$ cat config.mk
export PLATFORM = sky130hd
export DESIGN_NAME = state_publish_arb
export DESIGN_NICKNAME = d
export VERILOG_FILES = /design/src/rtl/state_publish_arb.sv
export SDC_FILE = /design/constraint.sdc
export NUM_CORES = 1
export LEC_CHECK = 0
export CORE_UTILIZATION = 49
export CTS_CLUSTER_SIZE = 16
export DETAILED_ROUTE_END_ITERATION = 8
export PLACE_DENSITY = 0.92
export SYNTH_ARGS = -nofsm -noshare
export SYNTH_HDL_FRONTEND = slang
export SYNTH_SLANG_ARGS = --single-unit
$ cat constraint.sdc
create_clock -name clk_50 -period 4.4 [get_ports clk_50]
set_clock_uncertainty 0.05 [all_clocks]
set_input_delay 0.44 -clock clk_50 [delete_from_list [all_inputs] [get_ports clk_50]]
set_output_delay 0.44 -clock clk_50 [all_outputs]
set_load 0.05 [all_outputs]
$ cat src/rtl/state_publish_arb.sv
// Round-robin arbiter that publishes one requester's state word at a time and
// holds it stable for HOLD cycles so a slower clock domain can sample it safely.
module state_publish_arb #(
    parameter int BITS = 8,
    parameter int NREQ = 3,
    parameter int HOLD = 4
) (
    input  logic                 clk_50,
    input  logic                 rst_n,
    input  logic [NREQ-1:0]      req,
    input  logic [NREQ*BITS-1:0] req_data,
    output logic [NREQ-1:0]      gnt,
    output logic                 busy,
    output logic [BITS-1:0]      state_out,
    output logic                 upd_toggle
);

    localparam int PW = $clog2(NREQ);

    typedef enum logic {
        ST_IDLE = 1'b0,
        ST_HOLD = 1'b1
    } state_t;

    state_t          r_state;
    state_t          w_state_nxt;
    logic [7:0]      r_cnt;
    logic [7:0]      w_cnt_nxt;
    logic [PW-1:0]   r_ptr;
    logic [PW-1:0]   w_ptr_nxt;
    logic [PW-1:0]   w_win;
    logic [PW-1:0]   w_idx;
    logic [PW:0]     w_sum;
    logic            w_found;
    logic [NREQ-1:0] r_gnt;
    logic [NREQ-1:0] w_gnt_nxt;
    logic [NREQ-1:0] w_win_vec;
    logic [BITS-1:0] r_state_out;
    logic [BITS-1:0] w_state_out_nxt;
    logic [BITS-1:0] w_win_data;
    logic            r_busy;
    logic            r_toggle;
    logic            w_toggle_nxt;

    // Round-robin search: first active request at or above ptr, wrapping at NREQ.
    always_comb begin
        w_found = 1'b0;
        w_win   = '0;
        w_sum   = '0;
        w_idx   = '0;
        for (int k = 0; k < NREQ; k++) begin
            w_sum = {1'b0, r_ptr} + (PW+1)'(k);
            if (w_sum >= (PW+1)'(NREQ)) begin
                w_idx = PW'(w_sum - (PW+1)'(NREQ));
            end else begin
                w_idx = PW'(w_sum);
            end
            if (!w_found && req[w_idx]) begin
                w_found = 1'b1;
                w_win   = w_idx;
            end else begin
                w_found = w_found;
            end
        end
    end

    // Decode the winner index into a one-hot grant and its data slice.
    always_comb begin
        w_win_vec  = '0;
        w_win_data = '0;
        for (int i = 0; i < NREQ; i++) begin
            if (w_win == PW'(i)) begin
                w_win_vec[i] = 1'b1;
                w_win_data   = req_data[i*BITS +: BITS];
            end else begin
                w_win_vec[i] = 1'b0;
            end
        end
    end

    // Next-state and next-output logic; grants are only considered in IDLE.
    always_comb begin
        w_state_nxt     = r_state;
        w_cnt_nxt       = r_cnt;
        w_ptr_nxt       = r_ptr;
        w_gnt_nxt       = '0;
        w_state_out_nxt = r_state_out;
        w_toggle_nxt    = r_toggle;
        case (r_state)
            ST_IDLE: begin
                if (w_found) begin
                    w_state_nxt     = ST_HOLD;
                    w_cnt_nxt       = 8'(HOLD - 1);
                    w_gnt_nxt       = w_win_vec;
                    w_state_out_nxt = w_win_data;
                    w_toggle_nxt    = ~r_toggle;
                    w_ptr_nxt       = (w_win == PW'(NREQ - 1)) ? '0 : w_win + PW'(1);
                end else begin
                    w_state_nxt = ST_IDLE;
                end
            end
            ST_HOLD: begin
                if (r_cnt == 8'd0) begin
                    w_state_nxt = ST_IDLE;
                end else begin
                    w_cnt_nxt = r_cnt - 8'd1;
                end
            end
            default: begin
                w_state_nxt = ST_IDLE;
                w_cnt_nxt   = 8'd0;
            end
        endcase
    end

    // State and output registers with synchronous active-low reset.
    always_ff @(posedge clk_50) begin
        if (!rst_n) begin
            r_state     <= ST_IDLE;
            r_cnt       <= 8'd0;
            r_ptr       <= '0;
            r_gnt       <= '0;
            r_state_out <= '0;
            r_toggle    <= 1'b0;
            r_busy      <= 1'b0;
        end else begin
            r_state     <= w_state_nxt;
            r_cnt       <= w_cnt_nxt;
            r_ptr       <= w_ptr_nxt;
            r_gnt       <= w_gnt_nxt;
            r_state_out <= w_state_out_nxt;
            r_toggle    <= w_toggle_nxt;
            r_busy      <= (w_state_nxt != ST_IDLE);
        end
    end

    assign gnt        = r_gnt;
    assign busy       = r_busy;
    assign state_out  = r_state_out;
    assign upd_toggle = r_toggle;

endmodule

==> impl_metrics.toml, run 1 <==
[routing]
vias = 1268
first_iter_violations = 12
viasPerCell = 5.82
dr.pass1.iters = 4
wire_per_inst_um = 14.4
drt_wl_total_um = 3140
drcViolationCount = 0
postRouteAntennaNets = 0

[critical_path]
cp_slowest_stage_delay_ns = 0.72
cp.arrival_ns = 2.86
critPathCaptureType = "flip-flop"
critical_path_buf_inv_count = 1
cp.required_ns = 4.57
cp_top_family = "multiplexers"
cp_max_fo = 11
path_class = "flip-flop to flip-flop"
crit_chain = "inv_1 -> ha_1 -> mux2_1 -> nand2_2 -> a41o_1 -> mux2i_1 -> o21ai_0 -> and2_1"
cp-start-kind = "flip-flop"
crit_path_top_delay_cell = "mux2i_1"

[timing]
tns_ns = 0
max_freq_mhz = 372
maxSlewHeadroom_pct = 37.9
fin_crit_sh_pct = 61.0
slew_violations = 0
setup_viol = 0
rsz0062_at_grt = "no"
worst-slew-pin-transition_ns = 0.905
hold_viol_final = 0
setup_ws_ns = 1.72
fin_crit_ns = 2.68

[synthesis]
synth_fp_nets = 185
netlist_instances = 150
syn-cell-area_um2 = 1300
post_synth_num_cell_types = 41
synth_area_per_cell_um2 = 8.65
yosys_warnings = 0
ys_seq_area_share_pct = 35.5
synth_area_leaders = "dfxtp_1 (35%), ha_1 (5.8%), nand3_1 (5.4%)"
synth-edff-count = 0
synth_top_area_share_pct = 35.5
ys_top_cells_by_count = "dfxtp_1 (23), nand3_1 (14), nor3_1 (13)"
synthArstFlopShare_pct = 0
ys_ff_latch = 23
synthFlopType = "dfxtp_1"
yosysMostFrequentCell = "dfxtp_1"
synth.largest_area_cell = "dfxtp_1"

[floorplan]
std_cell_rows = 18
io_pins = 42
die_w_um = 53.5
core_region_area_um2 = 2500
initial_core_util_pct = 51.9
dieArea_um2 = 2860
fp.dieH_um = 53.5

[status]
status = "finished, final reports clean"

[placed_design]
dpl-instance-area_um2 = 1710
post-place-ws_ns = 1.65
io_buffer_count = 41
gp_congestion = 0.797
dpl.hpwl_um = 2320

[worst_hold_path]
hold_class = "flip-flop to flip-flop"

[cts]
clockBufferDepth = 2
ctsResizeCount = 0
ctsHtreeMaxLevel = 1
clk_pin_slew_worst_paths_ns = 0.12
cts-root-buf = "clkbuf_4"
cts_tree = "yes"
clock_sinks = 23
postCtsSetupBuffers = 0
clock_latency_ns = 0.32
cts_hold_buf = 0
cts_made_buffers = 3

[flow_run]
max-cap-violations = 0

[grt]
grt_pass1_vias = 1213
grt_pass1_wl_um = 4940
antenna_found_initial = 0
grt_max_degree = 29
overflow = 0
grt_use_total_pct = 24.4

[pwr]
switching_share_pct = 49.6
vdd_drop_max_v = 0.000503
p_clk_share_pct = 8.0
powerDensity_nw_per_um2 = 725
power_leakage_nw = 0.665
p_int_mw = 0.634
power_frac_comb_pct = 64.2
power.switching_mw = 0.625
power_frac_seq_pct = 27.8

[final_layout]
drive_gt1_share_pct = 10.1
fillers = 204
finalNetCount = 224
diodes = 0
stdcell_area_um2 = 1740
utilization_pct = 69.4
syn2layout_area_growth_pct = 33.8
==> per-stage QoR <==
stage	hold slack (ns)	std cells	total power [mW]
2_1_floorplan	0.421	150	0.956
3_3_place_gp	0.413	214	1.12
3_5_place_dp	0.416	214	1.15
4_1_cts	0.434	218	1.26
5_1_grt	0.445	218	1.34
6_report	0.430	218	1.26
==> power groups by stage <==
| stage | sequential (mW) | combinational [mW] | clock [mW] |
|---|---|---|---|
| after floorplan | 0.511 | 0.446 | 0 |
| after global placement | 0.348 | 0.777 | 0 |
| after detailed placement | 0.351 | 0.802 | 0 |
| after CTS | 0.347 | 0.806 | 0.104 |
| after global routing | 0.357 | 0.871 | 0.112 |
| final | 0.350 | 0.809 | 0.101 |
==> cell families (layout without fill, tap and decap cells) <==
| kind of cell | count (synthesis) | in the layout | share of synthesized area [%] |
|---|---|---|---|
| and+or+nand+nor | 66 | 66 | 26.7 |
| muxes | 8 | 8 | 6.85 |
| DFF | 23 | 23 | 35.5 |
| adders and majority gates | 6 | 6 | 5.79 |
| AOI/OAI and AO/OA | 31 | 31 | 18.2 |
| xor gates and xnor gates | 3 | 3 | 2.03 |
| buffers and inverters | 13 | 51 | 4.92 |
==> area by class of cell <==
cell class              count  area, um2  area share [%]
well taps                  30       37.5            2.16
clock buffers               3       22.5            1.30
multi-input cells         114        773            44.6
flip-flops and latches     23        460            26.5
clock inverters             1       5.00           0.288
repair buffers             42        418            24.1
inverters                   5       18.8            1.08
==> path summary, 6_finish.rpt <==
| path | startpoint | to | slack, ns | cells past startpoint |
|---|---|---|---|---|
| hold / removal | state_out[7]$_SDFFE_PN0P_ | state_out[7]$_SDFFE_PN0P_ | 0.43 | 2 |
| setup / recovery | r_ptr[0]$_SDFFE_PN0P_ | r_ptr[1]$_SDFFE_PN0P_ | 1.72 | 8 |
| hold reg to reg | state_out[7]$_SDFFE_PN0P_ | state_out[7]$_SDFFE_PN0P_ | 0.43 | 2 |
| setup reg to reg | r_ptr[0]$_SDFFE_PN0P_ | r_ptr[1]$_SDFFE_PN0P_ | 1.72 | 8 |
==> layout by cell type (no fill, tap or decap), types with 2 or more instances in the layout <==
master,Yosys,routed
a21boi_0,2,2
mux2_2,2,2
o21ai_0,4,4
clkdlybuf4s50_1,0,41
clkbuf_4,0,3
ha_1,6,6
or2_2,2,2
xnor2_1,2,2
nand3b_1,2,2
nor2b_1,2,2
a21oi_1,4,4
or4_4,2,2
nor3_1,13,13
o211ai_1,5,5
mux2i_1,4,4
dfxtp_1,23,23
nor2_1,7,7
and2_1,5,5
o31ai_1,5,5
inv_1,5,5
nand2_1,12,12
nand4_1,4,4
nand3_1,14,14
==> per-layer routing <==
layer | share of wire, % | vias to the layer above | global-route usage, % | wire [um]
met5 | 0 | - | 0 | 0
met2 | 51 | 52 | 44.6 | 1590
met1 | 40 | 579 | 24.3 | 1270
met3 | 5.6 | 11 | 5.46 | 175
li1 | - | 626 | - | -
met4 | 3.4 | 0 | 15.4 | 106
==> sequential cells by signal, summed over array words and instances (netlist names) <==
name        count
r_cnt           8
state_out       8
gnt             3
r_ptr           2
busy            1
upd_toggle      1
==> worst register-to-register path: stages (launching register included) <==
cell     delay [ns]
dfxtp_1        0.40
inv_1          0.08
ha_1           0.38
mux2_1         0.26
nand2_2        0.08
a41o_1         0.25
mux2i_1        0.72
o21ai_0        0.19
and2_1         0.19
Power figures use the tool's default switching activity.
==> inputs of run 2 (changes only) <==
--- a/config.mk
+++ b/config.mk
@@ -5,10 +5,10 @@
 export SDC_FILE = /design/constraint.sdc
 export NUM_CORES = 1
 export LEC_CHECK = 0
-export CORE_UTILIZATION = 49
+export CORE_UTILIZATION = 41
 export CTS_CLUSTER_SIZE = 16
 export DETAILED_ROUTE_END_ITERATION = 8
-export PLACE_DENSITY = 0.92
+export PLACE_DENSITY = 0.83
 export SYNTH_ARGS = -nofsm -noshare
 export SYNTH_HDL_FRONTEND = slang
 export SYNTH_SLANG_ARGS = --single-unit
==> constraint.sdc (replaced) <==
create_clock -name clk_50 -period 2.3 [get_ports clk_50]
set_clock_uncertainty 0.05 [all_clocks]
set_input_delay 0.23 -clock clk_50 [delete_from_list [all_inputs] [get_ports clk_50]]
set_output_delay 0.23 -clock clk_50 [all_outputs]
set_load 0.05 [all_outputs]
==> run 2 against run 1 <==
  * Sequential share of layout area shrank 0.82 points
  * Power grew 95%
  * Worst hold slack lost 0.0029 ns
  * Register-to-register slack lost 1.6 ns
  * Final area grew 3.5%
  * Sequential power grew 90%
  * Maximum frequency grew 25%
  * Highest routed layer unchanged
  * Clock power grew 85%
  * Die area grew 19%
  * Worst setup slack lost 1.6 ns
  * Critical path type unchanged
  * Utilization shrank 10 points
  * Non-clock buffer count grew 4
==> impl_metrics.toml, run 2 (synthesis results as in run 1) <==
[status]
status = "finished, final reports clean"

[final_layout]
finalNetCount = 228
final_common_cell = "clkdlybuf4s50_1"
drive_gt1_share_pct = 14.1
multiInputGateArea_um2 = 785
syn2layout_area_growth_pct = 38.4
utilization_pct = 59.3
seq_area_um2 = 462
mostFrequentLayoutCells = "clkdlybuf4s50_1 (41), dfxtp_1 (22), nand3_1 (14)"
fillers = 287
diodes = 0

[timing]
setup_ws_ns = 0.148
slew_violations = 0
rsz0062_at_grt = "no"
maxSlewHeadroom_pct = 53.3
worst-slew-pin-transition_ns = 0.699
hold_viol_final = 0
holdWs_ns = 0.427
fin_crit_ns = 2.15
max_freq_mhz = 465
fin_crit_sh_pct = 93.6
tns_ns = 0
setup_viol = 0

[pwr]
switching_share_pct = 48.6
p_int_mw = 1.26
power.switching_mw = 1.19
powerDensity_nw_per_um2 = 1370
p_clk_share_pct = 7.6
power_leakage_nw = 0.684
power_frac_comb_pct = 65.2
vdd_drop_max_v = 0.000780
power_frac_seq_pct = 27.1

[grt]
antenna_found_initial = 0
grt_pass1_vias = 1193
overflow = 0
grt_max_degree = 24
grt_use_total_pct = 19.7
grt_pass1_wl_um = 5100

[cts]
clk_pin_slew_worst_paths_ns = 0.13
cts-root-buf = "clkbuf_4"
clock_sinks = 23
postCtsSetupBuffers = 0
clock_latency_ns = 0.31
cts_made_buffers = 3
ctsResizeCount = 0
ctsHtreeMaxLevel = 1
clockBufferDepth = 2
cts_tree = "yes"
cts_hold_buf = 0

[placed_design]
io_buffer_count = 41
dpl.hpwl_um = 2360
gp_congestion = 0.845
post-place-ws_ns = 0.0677

[critical_path]
cp.arrival_ns = 2.31
crit_chain = "inv_1 -> ha_2 -> mux2_1 -> nand2_2 -> a41o_1 -> mux2_4 -> a221oi_2 -> a21oi_1"
cp.required_ns = 2.46
cp-start-kind = "flip-flop"
cp_max_fo = 9
path_class = "flip-flop to flip-flop"
critPathCaptureType = "flip-flop"
crit_path_top_delay_cell = "dfxtp_2"
cp_slowest_stage_delay_ns = 0.37

[floorplan]
std_cell_rows = 20
dieArea_um2 = 3390
io_pins = 42
core_region_area_um2 = 3030
die_w_um = 58.3
initial_core_util_pct = 42.9
fp.dieH_um = 58.3

[routing]
drcViolationCount = 0
postRouteAntennaNets = 0
wire_per_inst_um = 13.1
dr.pass1.iters = 4
drt_wl_total_um = 3080
first_iter_violations = 46
vias = 1238
viasPerCell = 5.25

[worst_hold_path]
hold_class = "input pin to flip-flop"

[flow_run]
max-cap-violations = 0
## run 2: worst paths after layout
check	start	end	slack [ns]	cells past startpoint
hold reg to reg	state_out[1]$_SDFFE_PN0P_	state_out[1]$_SDFFE_PN0P_	0.44	2
setup reg to reg	r_ptr[0]$_SDFFE_PN0P_	state_out[6]$_SDFFE_PN0P_	0.15	8
hold / removal	req_data[6]	state_out[6]$_SDFFE_PN0P_	0.43	3
setup / recovery	r_ptr[0]$_SDFFE_PN0P_	state_out[6]$_SDFFE_PN0P_	0.15	8
## run 2: per-layer routing
layer  routed length, um  part of all wire (%)  vias to the layer above  track usage, %
li1                    -                     -                      636               -
met3                  97                   3.1                        2            2.68
met2                1580                    51                       24            35.3
met4                  12                  0.39                        0            6.12
met1                1400                    45                      576            24.2
met5                   0                     0                        -               0
## run 2: layout make-up
| class | instances | share of cell area [%] |
|---|---|---|
| Clock buffer | 3 | 1.25 |
| Inverter | 5 | 1.05 |
| Timing Repair Buffer | 46 | 24.9 |
| Sequential cell | 23 | 25.7 |
| Multi-Input combinational cell | 114 | 43.7 |
| Clock inverter | 1 | 0.279 |
| Tap cell | 44 | 3.07 |
## run 2: through the flow
| stage | cell area [um2] | std cells | power [mW] |
|---|---|---|---|
| after global placement | 1760 | 232 | 2.20 |
| final | 1800 | 236 | 2.45 |
| after floorplan | 1300 | 150 | 1.83 |
| after detailed placement | 1760 | 232 | 2.25 |
| after CTS | 1780 | 236 | 2.44 |
| after global routing | 1800 | 236 | 2.62 |
## run 2: critical path: cells and delay by family (launching register included)
family,cells,cell delay [ns]
adders and majority gates,1,0.33
DFF,1,0.37
muxes,2,0.55
buffers and inverters,1,0.06
and+or+nand+nor,1,0.08
AOI/OAI and AO/OA,3,0.61
## run 2: power groups by stage
stage                     Sequential [mW]  Combinational [mW]  Clock (mW)
after floorplan                     0.977               0.853           0
after global placement              0.664                1.53           0
after detailed placement            0.672                1.58           0
after CTS                           0.665                1.58       0.194
after global routing                0.693                1.72       0.209
final                               0.665                1.60       0.187
==> inputs of run 3 (changes only) <==
--- a/config.mk
+++ b/config.mk
@@ -9,6 +9,7 @@
 export CTS_CLUSTER_SIZE = 16
 export DETAILED_ROUTE_END_ITERATION = 8
 export PLACE_DENSITY = 0.83
+export RECOVER_POWER = 100
 export SYNTH_ARGS = -nofsm -noshare
 export SYNTH_HDL_FRONTEND = slang
 export SYNTH_SLANG_ARGS = --single-unit
==> run 3 against run 2 <==
  * Worst hold slack got worse by 0.0031 ns
  * Sequential power is 0.6% lower
  * Power fell by 1.9%
  * Sequential share of layout area is essentially flat
  * Final cell count is the same
  * Via count rose by 0.65%
  * Clock power hardly changed
  * Maximum frequency up 0.12%
  * Flip-flop and latch count stayed put
  * Critical path type unchanged
  * Critical endpoint unchanged
  * Largest cell class unchanged
==> impl_metrics.toml, run 3 (synthesis results as in run 1) <==
[routing]
vias = 1246
met3_length_um = 91
drt_wl_total_um = 3060
first_iter_violations = 55
dr.max_layer_used = "met4"
postRouteAntennaNets = 0
drt-met1-wl_um = 1390
wire_per_inst_um = 13.0
viasPerCell = 5.28
dr.pass1.iters = 4
met2_length_um = 1530
drcViolationCount = 0

[cts]
cts_tree = "yes"
clockBufferDepth = 2
ctsResizeCount = 0
cts_made_buffers = 3
clock_sinks = 23
cts-root-buf = "clkbuf_4"
postCtsSetupBuffers = 0
clock_latency_ns = 0.31
clk_pin_slew_worst_paths_ns = 0.13
ctsHtreeMaxLevel = 1
cts_hold_buf = 0

[pwr]
power_leakage_nw = 0.712
power_frac_seq_pct = 27.5
powerDensity_nw_per_um2 = 1340
p_clk_share_pct = 7.8
vdd_drop_max_v = 0.000758
p_int_mw = 1.22
power.total_mw = 2.40
power_frac_comb_pct = 64.7
switching_share_pct = 49.4
power.switching_mw = 1.19

[final_layout]
diodes = 0
utilization_pct = 59.2
mostFrequentLayoutCells = "clkdlybuf4s50_1 (28), dfxtp_1 (22), nand3_1 (14)"
drive_gt1_share_pct = 14.1
finalNetCount = 228
syn2layout_area_growth_pct = 38.2
final_common_cell = "clkdlybuf4s50_1"

[critical_path]
regToRegStartpoint = "r_ptr[0]$_SDFFE_PN0P_"
cp.arrival_ns = 2.31
path_class = "flip-flop to flip-flop"
critPathCaptureType = "flip-flop"
r2r_end = "state_out[6]$_SDFFE_PN0P_"
cp-endpoint = "state_out[6]$_SDFFE_PN0P_"
cp_max_fo = 9
r2r_cells = 8
critPathLaunch = "r_ptr[0]$_SDFFE_PN0P_"
r2r_setup_slack_ns = 0.15
cp.required_ns = 2.46
cp-start-kind = "flip-flop"

[floorplan]
io_pins = 42
die_w_um = 58.3
std_cell_rows = 20
initial_core_util_pct = 42.9
core_region_area_um2 = 3030
dieArea_um2 = 3390
fp.dieH_um = 58.3

[grt]
grt_pass1_wl_um = 5100
grt_pass1_vias = 1193
antenna_found_initial = 0
grt_max_degree = 24
grt_use_total_pct = 19.7
overflow = 0

[status]
status = "finished, final reports clean"

[timing]
worst-slew-pin-transition_ns = 0.685
fin_crit_ns = 2.15
tns_ns = 0
rsz0062_at_grt = "no"
max_freq_mhz = 465
setup_viol = 0
maxSlewHeadroom_pct = 54.2
fin_crit_sh_pct = 93.4
hold_viol_final = 0
slew_violations = 0

[placed_design]
gp_congestion = 0.845
io_buffer_count = 41
dpl.hpwl_um = 2360

[flow_run]
max-cap-violations = 0

[worst_hold_path]
hold_start = "req_data[6]"
hold_class = "input pin to flip-flop"
-- run 3: metrics by stage --
stage               cell area [um2]  std cells  hold slack (ns)  setup slack [ns]
CTS                            1780        236            0.421            0.0373
floorplan                      1300        150            0.330             0.214
finish                         1790        236            0.424             0.151
detailed placement             1760        232            0.419            0.0677
global placement               1760        232            0.414             0.157
global route                   1790        236            0.421            0.0242
-- run 3: routing by layer --
layer / track usage, % / vias to the layer above
met3: 2.68 / 6
met5: 0 / -
met1: 24.2 / 572
li1: - / 636
met2: 35.3 / 32
met4: 6.12 / 0
-- run 3: power by group through the flow --
stage	logic [mW]	clock network, mW	registers (mW)
floorplan	0.853	0	0.977
global placement	1.53	0	0.664
detailed placement	1.58	0	0.672
CTS	1.58	0.194	0.665
global route	1.68	0.209	0.689
finish	1.56	0.188	0.661
-- run 3: worst min path at each step --
stage,endpoint,slack (ns),depth (start not counted)
after floorplan,state_out[6]$_SDFFE_PN0P_,0.33,2
after global placement,state_out[1]$_SDFFE_PN0P_,0.41,2
after detailed placement,state_out[3]$_SDFFE_PN0P_,0.42,2
after CTS,state_out[6]$_SDFFE_PN0P_,0.42,3
after global routing,state_out[6]$_SDFFE_PN0P_,0.42,3
final,state_out[6]$_SDFFE_PN0P_,0.42,3
-- run 3: layout make-up --
type | instances | area [um2]
timing repair buffer | 46 | 445
multi-input combinational | 114 | 785
fill | 288 | 1230
clock inverter | 1 | 5.00
clock buffer | 3 | 22.5
tap | 44 | 55.1
inverter | 5 | 18.8
sequential | 23 | 462
-- run 3: worst max-delay path, cell delays in order, from the launching register on --
cell and delay (ns):
dfxtp_2 0.37, inv_1 0.06, ha_2 0.33, mux2_1 0.23, nand2_2 0.08, a41o_1 0.25, mux2_4 0.32, a221oi_2 0.27
a21oi_1 0.09
